==> config.mk <==
export PLATFORM = sky130hd
export DESIGN_NAME = ysyx_23060208_axi_rd_arbiter_flat
export DESIGN_NICKNAME = d
export VERILOG_FILES = /design/src/rtl/ysyx_23060208_axi_rd_arbiter_if.sv /design/src/rtl/ysyx_23060208_axi_rd_arbiter.sv /design/src/flat_wrapper.sv
export SDC_FILE = /design/constraint.sdc
export NUM_CORES = 1
export LEC_CHECK = 0
export CORE_AREA = 2 2 145 147
export CTS_CLUSTER_SIZE = 40
export DETAILED_ROUTE_END_ITERATION = 10
export DIE_AREA = 0 0 147 149
export SLEW_MARGIN = 5
export SYNTH_ARGS = -nofsm -noshare
export SYNTH_HDL_FRONTEND = slang
export SYNTH_SLANG_ARGS = --single-unit
==> constraint.sdc <==
create_clock -name clock -period 1.4 [get_ports clock]
set_input_delay 0.28 -clock clock [delete_from_list [all_inputs] [get_ports clock]]
set_output_delay 0.28 -clock clock [all_outputs]
set_load 0.005 [all_outputs]
==> src/rtl/ysyx_23060208_axi_rd_arbiter_if.sv <==
// ysyx_23060208_axi_rd_arbiter_if: one AXI4 read-channel port (AR + R) with packed bundles.
// ar_bus = {araddr, arlen[7:0], arid[3:0], arsize[2:0], arburst[1:0]}, r_bus = {rdata, rresp[1:0], rlast, rid[3:0]}.
interface ysyx_23060208_axi_rd_arbiter_if #(parameter int DATA_WIDTH = 32);
    localparam int AR_BUS_W = DATA_WIDTH + 17;
    localparam int R_BUS_W = DATA_WIDTH * 2 + 7;
    logic arvalid;
    logic arready;
    logic [AR_BUS_W-1:0] ar_bus;
    logic rvalid;
    logic rready;
    logic [R_BUS_W-1:0] r_bus;
    modport master (output arvalid, ar_bus, rready, input arready, rvalid, r_bus);
    modport slave (input arvalid, ar_bus, rready, output arready, rvalid, r_bus);
endinterface

==> src/rtl/ysyx_23060208_axi_rd_arbiter.sv <==
// ysyx_23060208_axi_rd_arbiter: IFU (m0) / LSU (m1) read arbiter onto one AXI4 slave, grant held AR through rlast.
// Define YSYX_23060208_ARB_RR_EN for round-robin on ties; otherwise the LSU always wins a tie.
module ysyx_23060208_axi_rd_arbiter #(
    parameter int DATA_WIDTH = 32
) (
    input  logic                                clock,
    input  logic                                reset,
    ysyx_23060208_axi_rd_arbiter_if.slave       m0,
    ysyx_23060208_axi_rd_arbiter_if.slave       m1,
    ysyx_23060208_axi_rd_arbiter_if.master      s,
    output logic [1:0]                          grant,
    output logic                                busy
);
    localparam int AR_BUS_W = DATA_WIDTH + 17;
    localparam int R_BUS_W = DATA_WIDTH * 2 + 7;
    typedef enum logic [1:0] {IDLE, ADDR, DATA} state_t;
    state_t state;
    logic pick_m1, in_addr, in_data, r_done;
`ifdef YSYX_23060208_ARB_RR_EN
    logic last_grant;
    assign pick_m1 = (m0.arvalid & m1.arvalid) ? ~last_grant : m1.arvalid;
    always_ff @(posedge clock)
        if (reset) last_grant <= 1'b1;
        else if (state == IDLE && (m0.arvalid | m1.arvalid)) last_grant <= pick_m1;
`else
    assign pick_m1 = m1.arvalid;
`endif
    assign in_addr = state == ADDR;
    assign in_data = state == DATA;
    assign busy = state != IDLE;
    assign r_done = s.rvalid & s.rready & s.r_bus[4];
    always_ff @(posedge clock) begin
        if (reset) begin
            state <= IDLE;
            grant <= 2'b00;
        end else if (state == IDLE) begin
            if (m0.arvalid | m1.arvalid) begin
                state <= ADDR;
                grant <= pick_m1 ? 2'b10 : 2'b01;
            end
        end else if (in_addr) begin
            if (s.arvalid & s.arready) state <= DATA;
        end else if (r_done) begin
            state <= IDLE;
            grant <= 2'b00;
        end
    end
    // Routing follows the registered grant only; rid is never inspected.
    assign s.arvalid = in_addr & (grant[1] ? m1.arvalid : m0.arvalid);
    assign s.ar_bus = grant[1] ? m1.ar_bus[AR_BUS_W-1:0] : m0.ar_bus[AR_BUS_W-1:0];
    assign m0.arready = in_addr & grant[0] & s.arready;
    assign m1.arready = in_addr & grant[1] & s.arready;
    assign s.rready = in_data & (grant[1] ? m1.rready : m0.rready);
    assign m0.rvalid = in_data & grant[0] & s.rvalid;
    assign m1.rvalid = in_data & grant[1] & s.rvalid;
    assign m0.r_bus = s.r_bus[R_BUS_W-1:0];
    assign m1.r_bus = s.r_bus[R_BUS_W-1:0];
endmodule

==> src/flat_wrapper.sv <==
// flat-port wrapper written by rule: the top's interface ports become plain ports
module ysyx_23060208_axi_rd_arbiter_flat 
#(
    parameter int DATA_WIDTH = 32
)
  (clock, reset, grant, busy, m0_arvalid, m0_ar_bus, m0_rready, m0_arready, m0_rvalid, m0_r_bus, m1_arvalid, m1_ar_bus, m1_rready, m1_arready, m1_rvalid, m1_r_bus, s_arvalid, s_ar_bus, s_rready, s_arready, s_rvalid, s_r_bus);
  ysyx_23060208_axi_rd_arbiter_if #(.DATA_WIDTH(DATA_WIDTH)) m0_i ();
  ysyx_23060208_axi_rd_arbiter_if #(.DATA_WIDTH(DATA_WIDTH)) m1_i ();
  ysyx_23060208_axi_rd_arbiter_if #(.DATA_WIDTH(DATA_WIDTH)) s_i ();
  input  logic clock;
  input  logic reset;
  output logic [1:0] grant;
  output logic busy;
  input wire logic [$bits(m0_i.arvalid)-1:0] m0_arvalid;
  input wire logic [$bits(m0_i.ar_bus)-1:0] m0_ar_bus;
  input wire logic [$bits(m0_i.rready)-1:0] m0_rready;
  output wire logic [$bits(m0_i.arready)-1:0] m0_arready;
  output wire logic [$bits(m0_i.rvalid)-1:0] m0_rvalid;
  output wire logic [$bits(m0_i.r_bus)-1:0] m0_r_bus;
  input wire logic [$bits(m1_i.arvalid)-1:0] m1_arvalid;
  input wire logic [$bits(m1_i.ar_bus)-1:0] m1_ar_bus;
  input wire logic [$bits(m1_i.rready)-1:0] m1_rready;
  output wire logic [$bits(m1_i.arready)-1:0] m1_arready;
  output wire logic [$bits(m1_i.rvalid)-1:0] m1_rvalid;
  output wire logic [$bits(m1_i.r_bus)-1:0] m1_r_bus;
  output wire logic [$bits(s_i.arvalid)-1:0] s_arvalid;
  output wire logic [$bits(s_i.ar_bus)-1:0] s_ar_bus;
  output wire logic [$bits(s_i.rready)-1:0] s_rready;
  input wire logic [$bits(s_i.arready)-1:0] s_arready;
  input wire logic [$bits(s_i.rvalid)-1:0] s_rvalid;
  input wire logic [$bits(s_i.r_bus)-1:0] s_r_bus;
  assign m0_i.arvalid = m0_arvalid;
  assign m0_i.ar_bus = m0_ar_bus;
  assign m0_i.rready = m0_rready;
  assign m0_arready = m0_i.arready;
  assign m0_rvalid = m0_i.rvalid;
  assign m0_r_bus = m0_i.r_bus;
  assign m1_i.arvalid = m1_arvalid;
  assign m1_i.ar_bus = m1_ar_bus;
  assign m1_i.rready = m1_rready;
  assign m1_arready = m1_i.arready;
  assign m1_rvalid = m1_i.rvalid;
  assign m1_r_bus = m1_i.r_bus;
  assign s_arvalid = s_i.arvalid;
  assign s_ar_bus = s_i.ar_bus;
  assign s_rready = s_i.rready;
  assign s_i.arready = s_arready;
  assign s_i.rvalid = s_rvalid;
  assign s_i.r_bus = s_r_bus;
  ysyx_23060208_axi_rd_arbiter #(.DATA_WIDTH(DATA_WIDTH)) u_core (.clock(clock), .reset(reset), .m0(m0_i), .m1(m1_i), .s(s_i), .grant(grant), .busy(busy));
endmodule
Word level (Yosys, flattened, before mapping):

Cells that the tools add are included.

* add/subtract/negate cells: 0
* $mul: 0
* div/mod/pow operators: 0
* order comparisons: 0
* equal/unequal tests: 5
* shift-type cells: 0
* multiplexer cells: 12
* bitwise operators: 14
* reduce and logical (&&, ||, !) cells: 6

Operator list (count)
* 49-bit two-way mux: 1
* 2-bit two-way mux: 9
* 1-bit AND: 13
* 3-bit AND reduction: 2
* 2-bit != test, second input constant: 2
* 2-bit nonzero test: 2
* 3-bit != test, second input constant: 1
* 3-bit nonzero test: 1
* 2-bit by 1-bit equality test with 1-bit output, second input constant: 1
* 2-bit equality test, second input constant: 1
* 2-bit logical NOT: 1
* 1-bit two-way mux: 2
* 1-bit bitwise OR: 1

* flip-flop bits (word level): 4
* bits in latches: 0
* RAM bits: 0
* bits in read-only memories: 0
* input bits: 177
* output and inout bits: 200
* memories: 0

Longest topological paths before layout:

Gate-level depths: netlist of the first run.

* word-level depth: 7
* gate-level depth with buffers: 4
* mapped depth without buffers: 4

Worst setup path after synthesis of the first run:

Ideal clock, no wire load.

* path kind: reg-to-output
* from: register u_core.grant[1]
* to: output s_ar_bus[0]
* arrival: 1.007 ns
* required time: 1.120 ns
* slack: 0.113 ns
* stages on the path, launching flop included: 4
* buffers on the path: 2
* cells stage by stage: dfxtp_1 buf_6 buf_6 mux2_2

* longest elaborated chain between the ends: 1

Ends and longest elaborated chain
* start, declared: line ysyx_23060208_axi_rd_arbiter.sv:11 `output logic [1:0] grant,`
* start signal, assigned: line ysyx_23060208_axi_rd_arbiter.sv:39 `grant <= pick_m1 ? 2'b10 : 2'b01;`
* 49-bit two-way mux: line ysyx_23060208_axi_rd_arbiter.sv:50 `assign s.ar_bus = grant[1] ? m1.ar_bus[AR_BUS_W-1:0] : m0.ar_bus[AR_BUS_W-1:0];`
* end, declared: line flat_wrapper.sv:27 `output wire logic [$bits(s_i.ar_bus)-1:0] s_ar_bus;`

No other way between the ends.

Final worst setup path of the first run:

* from: register u_core.grant[1]
* to: output s_ar_bus[16]

The elaborated chain is that of the path after synthesis.

==> results of run 1 <==
==> worst paths after layout <==
| check | endpoint | slack [ns] | cells after the start |
|---|---|---|---|
| setup / recovery | s_ar_bus[16] | -0.34 | 6 |
| hold / removal | m1_r_bus[24] | 0.56 | 0 |
| setup reg to reg | u_core.state[1] | -0.03 | 7 |
| hold reg to reg | u_core.grant[0] | 0.63 | 3 |
==> synth_stat cells <==
master      n  area share [%]
mux2i_1     2             1.0
mux2_2     49              28
inv_1       4            0.77
or3b_1      1            0.45
a21oi_1     1            0.26
buf_6       6             3.5
nand2_1     3            0.58
and2b_1     1            0.38
o211ai_1    1            0.38
o221ai_1    1            0.45
o21ai_0     1            0.26
nor2b_1     3            0.96
o32ai_2     1            0.83
o221a_2     1            0.58
dfxtp_1     4             4.1
a211oi_1    2            0.77
nand4b_1    1            0.45
buf_4     142              54
and3_1      3            0.96
nor2_1      4            0.77
==> logic make-up (layout without fill, tap and decap cells) <==
group | after synthesis | after routing | synth area share, %
buffers and inverters | 152 | 233 | 58.7
multiplexers | 51 | 51 | 29.2
AND/OR/NAND/NOR | 16 | 16 | 4.54
AO/OA/AOI/OAI | 8 | 8 | 3.51
flip-flops | 4 | 4 | 4.09
other | 0 | 1 | 0
==> final cells by class <==
cell class | count | area share, %
sequential | 4 | 2.17
clock buffer | 3 | 1.91
inverter | 4 | 0.383
timing repair buffer | 226 | 61.1
antenna | 1 | 0.0638
tap | 275 | 8.77
multi-input combinational | 75 | 25.6
==> per-layer routing <==
metal / global-route usage, % / vias up / wire length, um
met5: 0 / - / 0
met3: 4.83 / 60 / 1600
met1: 6.69 / 783 / 2750
met4: 5.58 / 0 / 654
met2: 14.1 / 221 / 4480
li1: - / 785 / -
==> critical path: stages, from the launching register on <==
cell	delay [ns]
dfxtp_4	0.36
buf_8	0.13
buf_12	0.12
buf_6	0.11
buf_6	0.11
mux2_4	0.29
buf_6	0.12
==> power by group <==
group | switching, mW | total [mW] | internal (mW)
sequential | 0.0131 | 0.141 | 0.128
clock | 0.0835 | 0.449 | 0.365
combinational | 0.493 | 1.66 | 1.16
total | 0.590 | 2.25 | 1.66
==> stage by stage <==
stage	hold WS [ns]	TNS [ns]
2_1_floorplan	0.349	0
3_3_place_gp	0.560	-16.95
3_5_place_dp	0.560	-16.98
4_1_cts	0.560	-16.80
5_1_grt	0.560	-14.16
6_report	0.560	-12.11
==> registers in the layout (all words and copies together), names as in the netlist <==
| signal | flops |
|---|---|
| u_core.state | 2 |
| u_core.grant | 2 |
==> timing repair <==
item                       in CTS  in global routing
hold buffers                    0                  0
pin swaps                       6                  5
gates resized for setup       369                 29
buffers inserted               43                 10
gates cloned                    4                  0
setup endpoints to repair      61                 59
==> metrics.cfg, run 1 <==
[status]
status = finished with violations
violations = negative setup slack

[place]
dp_worst_setup_slack_ns = -0.466
dp_hpwl_um = 6450
port_buffers = 166
dpl_cell_area_um2 = 2990
dpl.cell_count = 542
gp_congestion = 0.748

[sta]
maxSlewViolCount = 0
setup_violations = 55
rsz0062_at_grt = yes
skew_ns = 0.000206
fmax_ghz = 0.574
fin_crit_sh_pct = 124
tightest_slew_ns = 0.271
relSlewSlack_pct = 81.8
setup_slack_ns = -0.342
finalHoldViolCount = 0
fin_crit_ns = 1.74

[routing]
drt_iter0_drc = 21
vias = 1849
route.detailed.drc = 0
ant_nets = 0
drt-pass1-iter-count = 3
routed_via_density = 3.14
wl_per_cell_um = 16.1
wl_um = 9470

[layout]
design_area_um2 = 3920
fillers = 2223
post_route_cells_drive_above_1_share_pct = 59.3
layout.cells.non_filler = 588
final_cell_mix = 103 x clkdlybuf4s50_1, 79 x buf_6, 49 x mux2_4, 18 x buf_4, 10 x buf_12
syn_to_final_growth_pct = 100
seqCellArea_um2 = 85.1
multi_input_area_um2 = 1000
fin_util_pct = 19.1
final_common_cell = clkdlybuf4s50_1
nNetsFinal = 491

[yosys]
synth_fp_nets = 408
postSynthAreaPerCell_um2 = 8.48
ys_types = 20
yosysWarnings = 0
synth_area_um2 = 1960
yosysSeqAreaShare_pct = 4.09
synth_cells = 231
synth_seq_cells = 4

[worst_setup_path]
criticalPathCategory = flop to output pin
crit_required_ns = 1.12
r2r_start = u_core.grant[1]
cp-end-kind = output pin
start_kind = flop
cp.arrival_ns = 1.46
cp-startpoint = u_core.grant[1]
worst-path-max-fanout = 5

[worst_hold_path]
hold_path.class = input pin to output pin
hp-start = s_r_bus[24]

[power_and_ir_drop]
peakVddDrop_uv = 315
power_mw = 2.25
powerDensity_nw_per_um2 = 573
leakagePower_nw = 1.67

[die]
ioPinCount = 377
initial_core_util_pct = 9.53
die_x_um = 147
num_rows = 53
die_y_um = 149
die_area_um2 = 21900
coreArea_um2 = 20600

[clocking]
insertion_delay_ns = 0.23
ctsHtreeMaxLevel = 1
tritoncts = built
cts_sinks = 4
clock_path_buffers = 2
cts_root_buf = clkbuf_16
numCtsBuffers = 3
path_clk_slew_ns = 0.03

[grt]
grt_pass1_vias = 1984
grt_max_degree = 8
grt_pass1_wl_um = 12800
grt_overflow = 0
grt_usage_pct = 8.00
antenna_found_initial = 1

[run]
drv_cap = 0

No activity file was read; power rests on OpenSTA's default activity.
==> run 2, diff against run 1 <==
TNS_END_PERCENT = 50   (was not set)
==> metrics.cfg, run 2 (synthesis gave the netlist of run 1 again) <==
[die]
die_y_um = 149  ; unchanged
num_rows = 53  ; unchanged
initial_core_util_pct = 9.53  ; unchanged
die_area_um2 = 21900  ; unchanged
coreArea_um2 = 20600  ; unchanged
ioPinCount = 377  ; unchanged
die_x_um = 147  ; unchanged

[layout]
n_antenna_cell = 0  ; -1
largest_registers = u_core.grant (2), u_core.state (2)
final_common_cell = clkdlybuf4s50_1
design_area_um2 = 3750  ; -4.5%
layout.cells.non_filler = 582  ; -1.0%
final_cell_mix = 103 x clkdlybuf4s50_1, 59 x buf_6, 42 x mux2_4, 20 x buf_4, 14 x clkbuf_2
post_route_cells_drive_above_1_share_pct = 57.3  ; -2.0 points
fin_util_pct = 18.2  ; -0.86 points
nNetsFinal = 486  ; -1.0%
syn_to_final_growth_pct = 91.3

[status]
status = finished with violations
violations = negative setup slack

[sta]
hold_slack_ns = 0.560  ; unchanged
fin_crit_sh_pct = 121  ; -3.9 points
setup_slack_ns = -0.287  ; +0.0549 ns
skew_ns = 0.000255  ; +0.0000488 ns
rsz0062_at_grt = yes
fin_crit_ns = 1.69  ; -0.0549 ns
tightest_slew_ns = 0.263  ; -0.00790 ns
maxSlewViolCount = 0  ; unchanged
setup_violations = 55  ; unchanged
relSlewSlack_pct = 82.4  ; +0.57 points
finalHoldViolCount = 0  ; unchanged
fin_tns_setup_ns = -12.24  ; -0.130 ns
fmax_ghz = 0.593  ; +3.3%

[clocking]
ctsHtreeMaxLevel = 1  ; unchanged
hold_buffers = 0  ; unchanged
insertion_delay_ns = 0.23  ; about the same
path_clk_slew_ns = 0.03  ; about the same
tritoncts = built
numCtsBuffers = 3  ; unchanged
cts_root_buf = clkbuf_16
cts_sinks = 4  ; unchanged
clock_path_buffers = 2  ; unchanged

[worst_setup_path]
criticalPathCategory = flop to output pin
cp-end-kind = output pin
cp-startpoint = u_core.grant[1]
crit_required_ns = 1.12  ; about the same
critPathSlowestCell = dfxtp_4
cp.arrival_ns = 1.41  ; -0.05 ns
path_delay_family = buffers and inverters
r2r_start = u_core.grant[1]
path_cells = buf_12 > buf_12 > buf_8 > mux2_4 > buf_6
crit_top_cell = buf_12
path_buf_inv = 4  ; -1
critPathMaxStageDelay_ns = 0.36  ; about the same
start_kind = flop
worst-path-max-fanout = 7  ; +2

[routing]
wl_um = 9060  ; -4.3%
routed_via_density = 3.10  ; -1.5%
drt_iter0_drc = 13  ; -38%
ant_nets = 0  ; unchanged
drt-pass1-iter-count = 2  ; -1
wl_per_cell_um = 15.6  ; -3.3%
route.detailed.drc = 0  ; unchanged
vias = 1803  ; -2.5%

[grt]
grt_overflow = 0  ; unchanged
grt_pass1_wl_um = 12000  ; -5.9%
antenna_found_initial = 0  ; -1
grt_pass1_vias = 1857  ; -6.4%
grt_max_degree = 9  ; +1
grt_usage_pct = 7.57  ; -0.43 points

[place]
gp_congestion = 0.748  ; unchanged
dpl_cell_area_um2 = 2990  ; unchanged
dpl.cell_count = 542  ; unchanged
dp_hpwl_um = 6450  ; unchanged
dp_worst_setup_slack_ns = -0.466  ; unchanged
port_buffers = 166  ; unchanged

[power_and_ir_drop]
peakVddDrop_uv = 315  ; -0.17%
powerDensity_nw_per_um2 = 568  ; -0.87%
power_mw = 2.13  ; -5.3%
leakagePower_nw = 1.59  ; -4.7%

[worst_hold_path]
hp-start = s_r_bus[24]
hold_path.class = input pin to output pin

[run]
drv_cap = 0  ; unchanged

run 2: cell types whose count changed in the layout (fill, tap and decap cells not counted), moves of 2 or more:
cell	previous run	this run
clkbuf_2	2	14
mux2_4	49	42
mux2_2	0	7
buf_4	18	20
buf_12	10	8
buf_6	79	59
run 2: metal layers:
metal | up-vias | wire, um | global-route usage, %
met4 | 0 | 530 | 4.52
li1 | 769 | - | -
met5 | - | 0 | 0
met2 | 219 | 4300 | 13.4
met1 | 759 | 2570 | 6.37
met3 | 56 | 1660 | 4.86
run 2: where the power goes:
| group | switching, mW | internal, mW |
|---|---|---|
| combinational | 0.458 | 1.08 |
| clock | 0.0853 | 0.365 |
| sequential | 0.0139 | 0.128 |
run 2: worst register-to-register path: stages (launching register included):
cell      delay, ns
dfxtp_4        0.38
buf_6          0.12
buf_6          0.12
mux2i_4        0.23
buf_4          0.14
o221ai_4       0.10
a211oi_1       0.22
run 2: cell type report:
cell class / count / area, um^2
Inverter: 4 / 15.0
Timing Repair Buffer: 221 / 2260
Tap cell: 275 / 344
Multi-Input combinational cell: 75 / 967
Fill cell: 2265 / 16800
Sequential cell: 4 / 85.1
Clock buffer: 3 / 75.1
run 2: repair_timing:
action | CTS | global route
setup buffers | 30 | 8
cloned | 4 | 0
gates resized for setup | 291 | 53
hold endpoints to repair | 0 | 0
pin swaps | 1 | 3
setup endpoints to repair | 61 | 59
run 2: final timing paths:
check                         end  slack [ns]  cells after the start
setup reg to reg  u_core.state[1]       -0.02                      6
hold / removal       m1_r_bus[24]        0.56                      0
setup / recovery     s_ar_bus[24]       -0.29                      5
hold reg to reg   u_core.grant[0]        0.60                      3
==> run 3, diff against run 2 <==
GPL_TIMING_DRIVEN = 0   (was not set)
==> metrics.cfg, run 3 (synthesis gave the netlist of run 1 again) <==
[layout]
largest_registers = u_core.grant (2), u_core.state (2)
fin_util_pct = 28.7  ; +11 points
fillers = 2144  ; -5.3%
n_antenna_cell = 0  ; unchanged
final_common_cell = clkdlybuf4s50_1
final_cell_mix = 245 x clkdlybuf4s50_1, 148 x buf_4, 40 x buf_6, 34 x mux2_4, 15 x mux2_2
nNetsFinal = 743  ; +53%
syn_to_final_growth_pct = 202
post_route_cells_drive_above_1_share_pct = 50.9  ; -6.4 points

[clocking]
clock_path_buffers = 2  ; unchanged
cts_sinks = 4  ; unchanged
cts_root_buf = clkbuf_16
path_clk_slew_ns = 0.03  ; about the same
ctsHtreeMaxLevel = 1  ; unchanged
hold_buffers = 0  ; unchanged
insertion_delay_ns = 0.23  ; about the same
numCtsBuffers = 3  ; unchanged
tritoncts = built

[sta]
maxSlewViolCount = 0  ; unchanged
setup_slack_ns = -0.377  ; -0.0894 ns
skew_ns = 0.00102  ; +0.000763 ns
finalHoldViolCount = 0  ; unchanged
setup_violations = 54  ; -1.8%
hold_slack_ns = 0.519  ; -0.0412 ns
rsz0062_at_grt = yes
tightest_slew_ns = 0.254  ; -0.00928 ns
fin_crit_ns = 1.78  ; +0.0894 ns
relSlewSlack_pct = 82.6  ; +0.20 points
fmax_ghz = 0.563  ; -5.0%
fin_crit_sh_pct = 127  ; +6.4 points

[routing]
top_layer = met4
wl_um = 10900  ; +20%
routed_via_density = 3.23  ; +4.4%
drt-pass1-iter-count = 4  ; +2
route.detailed.drc = 0  ; unchanged
drt_iter0_drc = 36  ; +23
vias = 2713  ; +50%
ant_nets = 0  ; unchanged
wl_per_cell_um = 12.9  ; -17%
drt-met1-wl_um = 3570  ; +39%
wl_met3_um = 1170  ; -29%
detailroute.wirelength.met2_um = 5980  ; +39%

[worst_setup_path]
start_kind = flop
cp-end-kind = output pin
worst-path-max-fanout = 5  ; -2
reg2reg_to = u_core.state[1]
cp.arrival_ns = 1.50  ; +0.09 ns
r2r_start = u_core.grant[1]
crit_required_ns = 1.12  ; about the same
cp-endpoint = s_ar_bus[21]
cp-startpoint = u_core.grant[1]
reg2regPathDepth = 8  ; +2
criticalPathCategory = flop to output pin
reg2reg_slack_ns = 0.04  ; +0.06 ns

[die]
ioPinCount = 377  ; unchanged
coreArea_um2 = 20600  ; unchanged
die_area_um2 = 21900  ; unchanged
die_y_um = 149  ; unchanged
die_x_um = 147  ; unchanged
num_rows = 53  ; unchanged
initial_core_util_pct = 9.53  ; unchanged

[status]
status = finished with violations
violations = negative setup slack

[grt]
grt_usage_pct = 8.74  ; +1.2 points
grt_max_degree = 8  ; -1
antenna_found_initial = 0  ; unchanged
grt_overflow = 0  ; unchanged
grt_pass1_wl_um = 14900  ; +24%
grt_pass1_vias = 2880  ; +55%

[place]
dp_hpwl_um = 8890  ; +38%
gp_congestion = 0.720  ; -3.8%
port_buffers = 306  ; +84%

[worst_hold_path]
hold_path.class = input pin to flop

[run]
drv_cap = 0  ; unchanged

[power_and_ir_drop]
peakVddDrop_uv = 339  ; +7.7%
leakagePower_nw = 2.66  ; +67%
powerDensity_nw_per_um2 = 455  ; -20%

[run 3: critical path, stage by stage (launching register included)]
cell	delay (ns)
dfxtp_4	0.34
buf_4	0.14
buf_12	0.12
buf_16	0.13
buf_8	0.12
mux2_4	0.30
buf_6	0.12
[run 3: cell type report]
| class | instances | area [um^2] | area share, % |
|---|---|---|---|
| Inverter | 4 | 15.0 | 0.254 |
| Buffer | 148 | 1180 | 20.0 |
| Tap cell | 275 | 344 | 5.82 |
| Sequential cell | 4 | 91.3 | 1.55 |
| Clock buffer | 3 | 75.1 | 1.27 |
| Multi-Input combinational cell | 75 | 871 | 14.7 |
| Timing Repair Buffer | 330 | 3330 | 56.4 |
[run 3: layer usage]
layer	vias up	track usage [%]
li1	1284	-
met2	222	18.2
met5	-	0
met4	0	1.68
met1	1198	8.53
met3	9	2.45
[run 3: report_power, final]
group | switching, mW | leakage (nW) | internal, mW
logic | 0.550 | 2.59 | 1.54
registers | 0.0209 | 0.0349 | 0.129
clock network | 0.0871 | 0.0370 | 0.365
[run 3: how the worst min path moves through the flow]
stage	from	endpoint	slack (ns)	depth (start not counted)
final	s_arready	u_core.state[1]	0.52	3
after global routing	m1_arvalid	u_core.grant[0]	0.55	2
after CTS	s_arready	u_core.state[1]	0.52	3
after detailed placement	u_core.grant[0]	u_core.grant[0]	0.54	2
after global placement	u_core.grant[0]	u_core.grant[0]	0.53	2
after floorplan	reset	u_core.grant[1]	0.35	1
[run 3: metrics by stage]
stage / TNS [ns] / instance area [um^2] / total power, mW / instances / worst slack (ns)
after floorplan: 0 / 1960 / 0.812 / 231 / 0.113
after global placement: -25.14 / 5370 / 1.92 / 812 / -0.619
after detailed placement: -24.66 / 5370 / 1.92 / 812 / -0.608
after CTS: -17.35 / 5800 / 2.63 / 838 / -0.386
after global routing: -17.21 / 5910 / 2.84 / 839 / -0.405
final: -15.33 / 5910 / 2.69 / 839 / -0.377
[run 3: timing repair]
| item | 4_1_cts | 5_1_grt |
|---|---|---|
| pin swaps | 0 | 1 |
| hold endpoints to repair | 0 | 0 |
| endpoints found under the setup margin | 59 | 59 |
| cloned | 4 | 0 |
| buffers inserted | 19 | 2 |
| gates resized for setup | 269 | 49 |
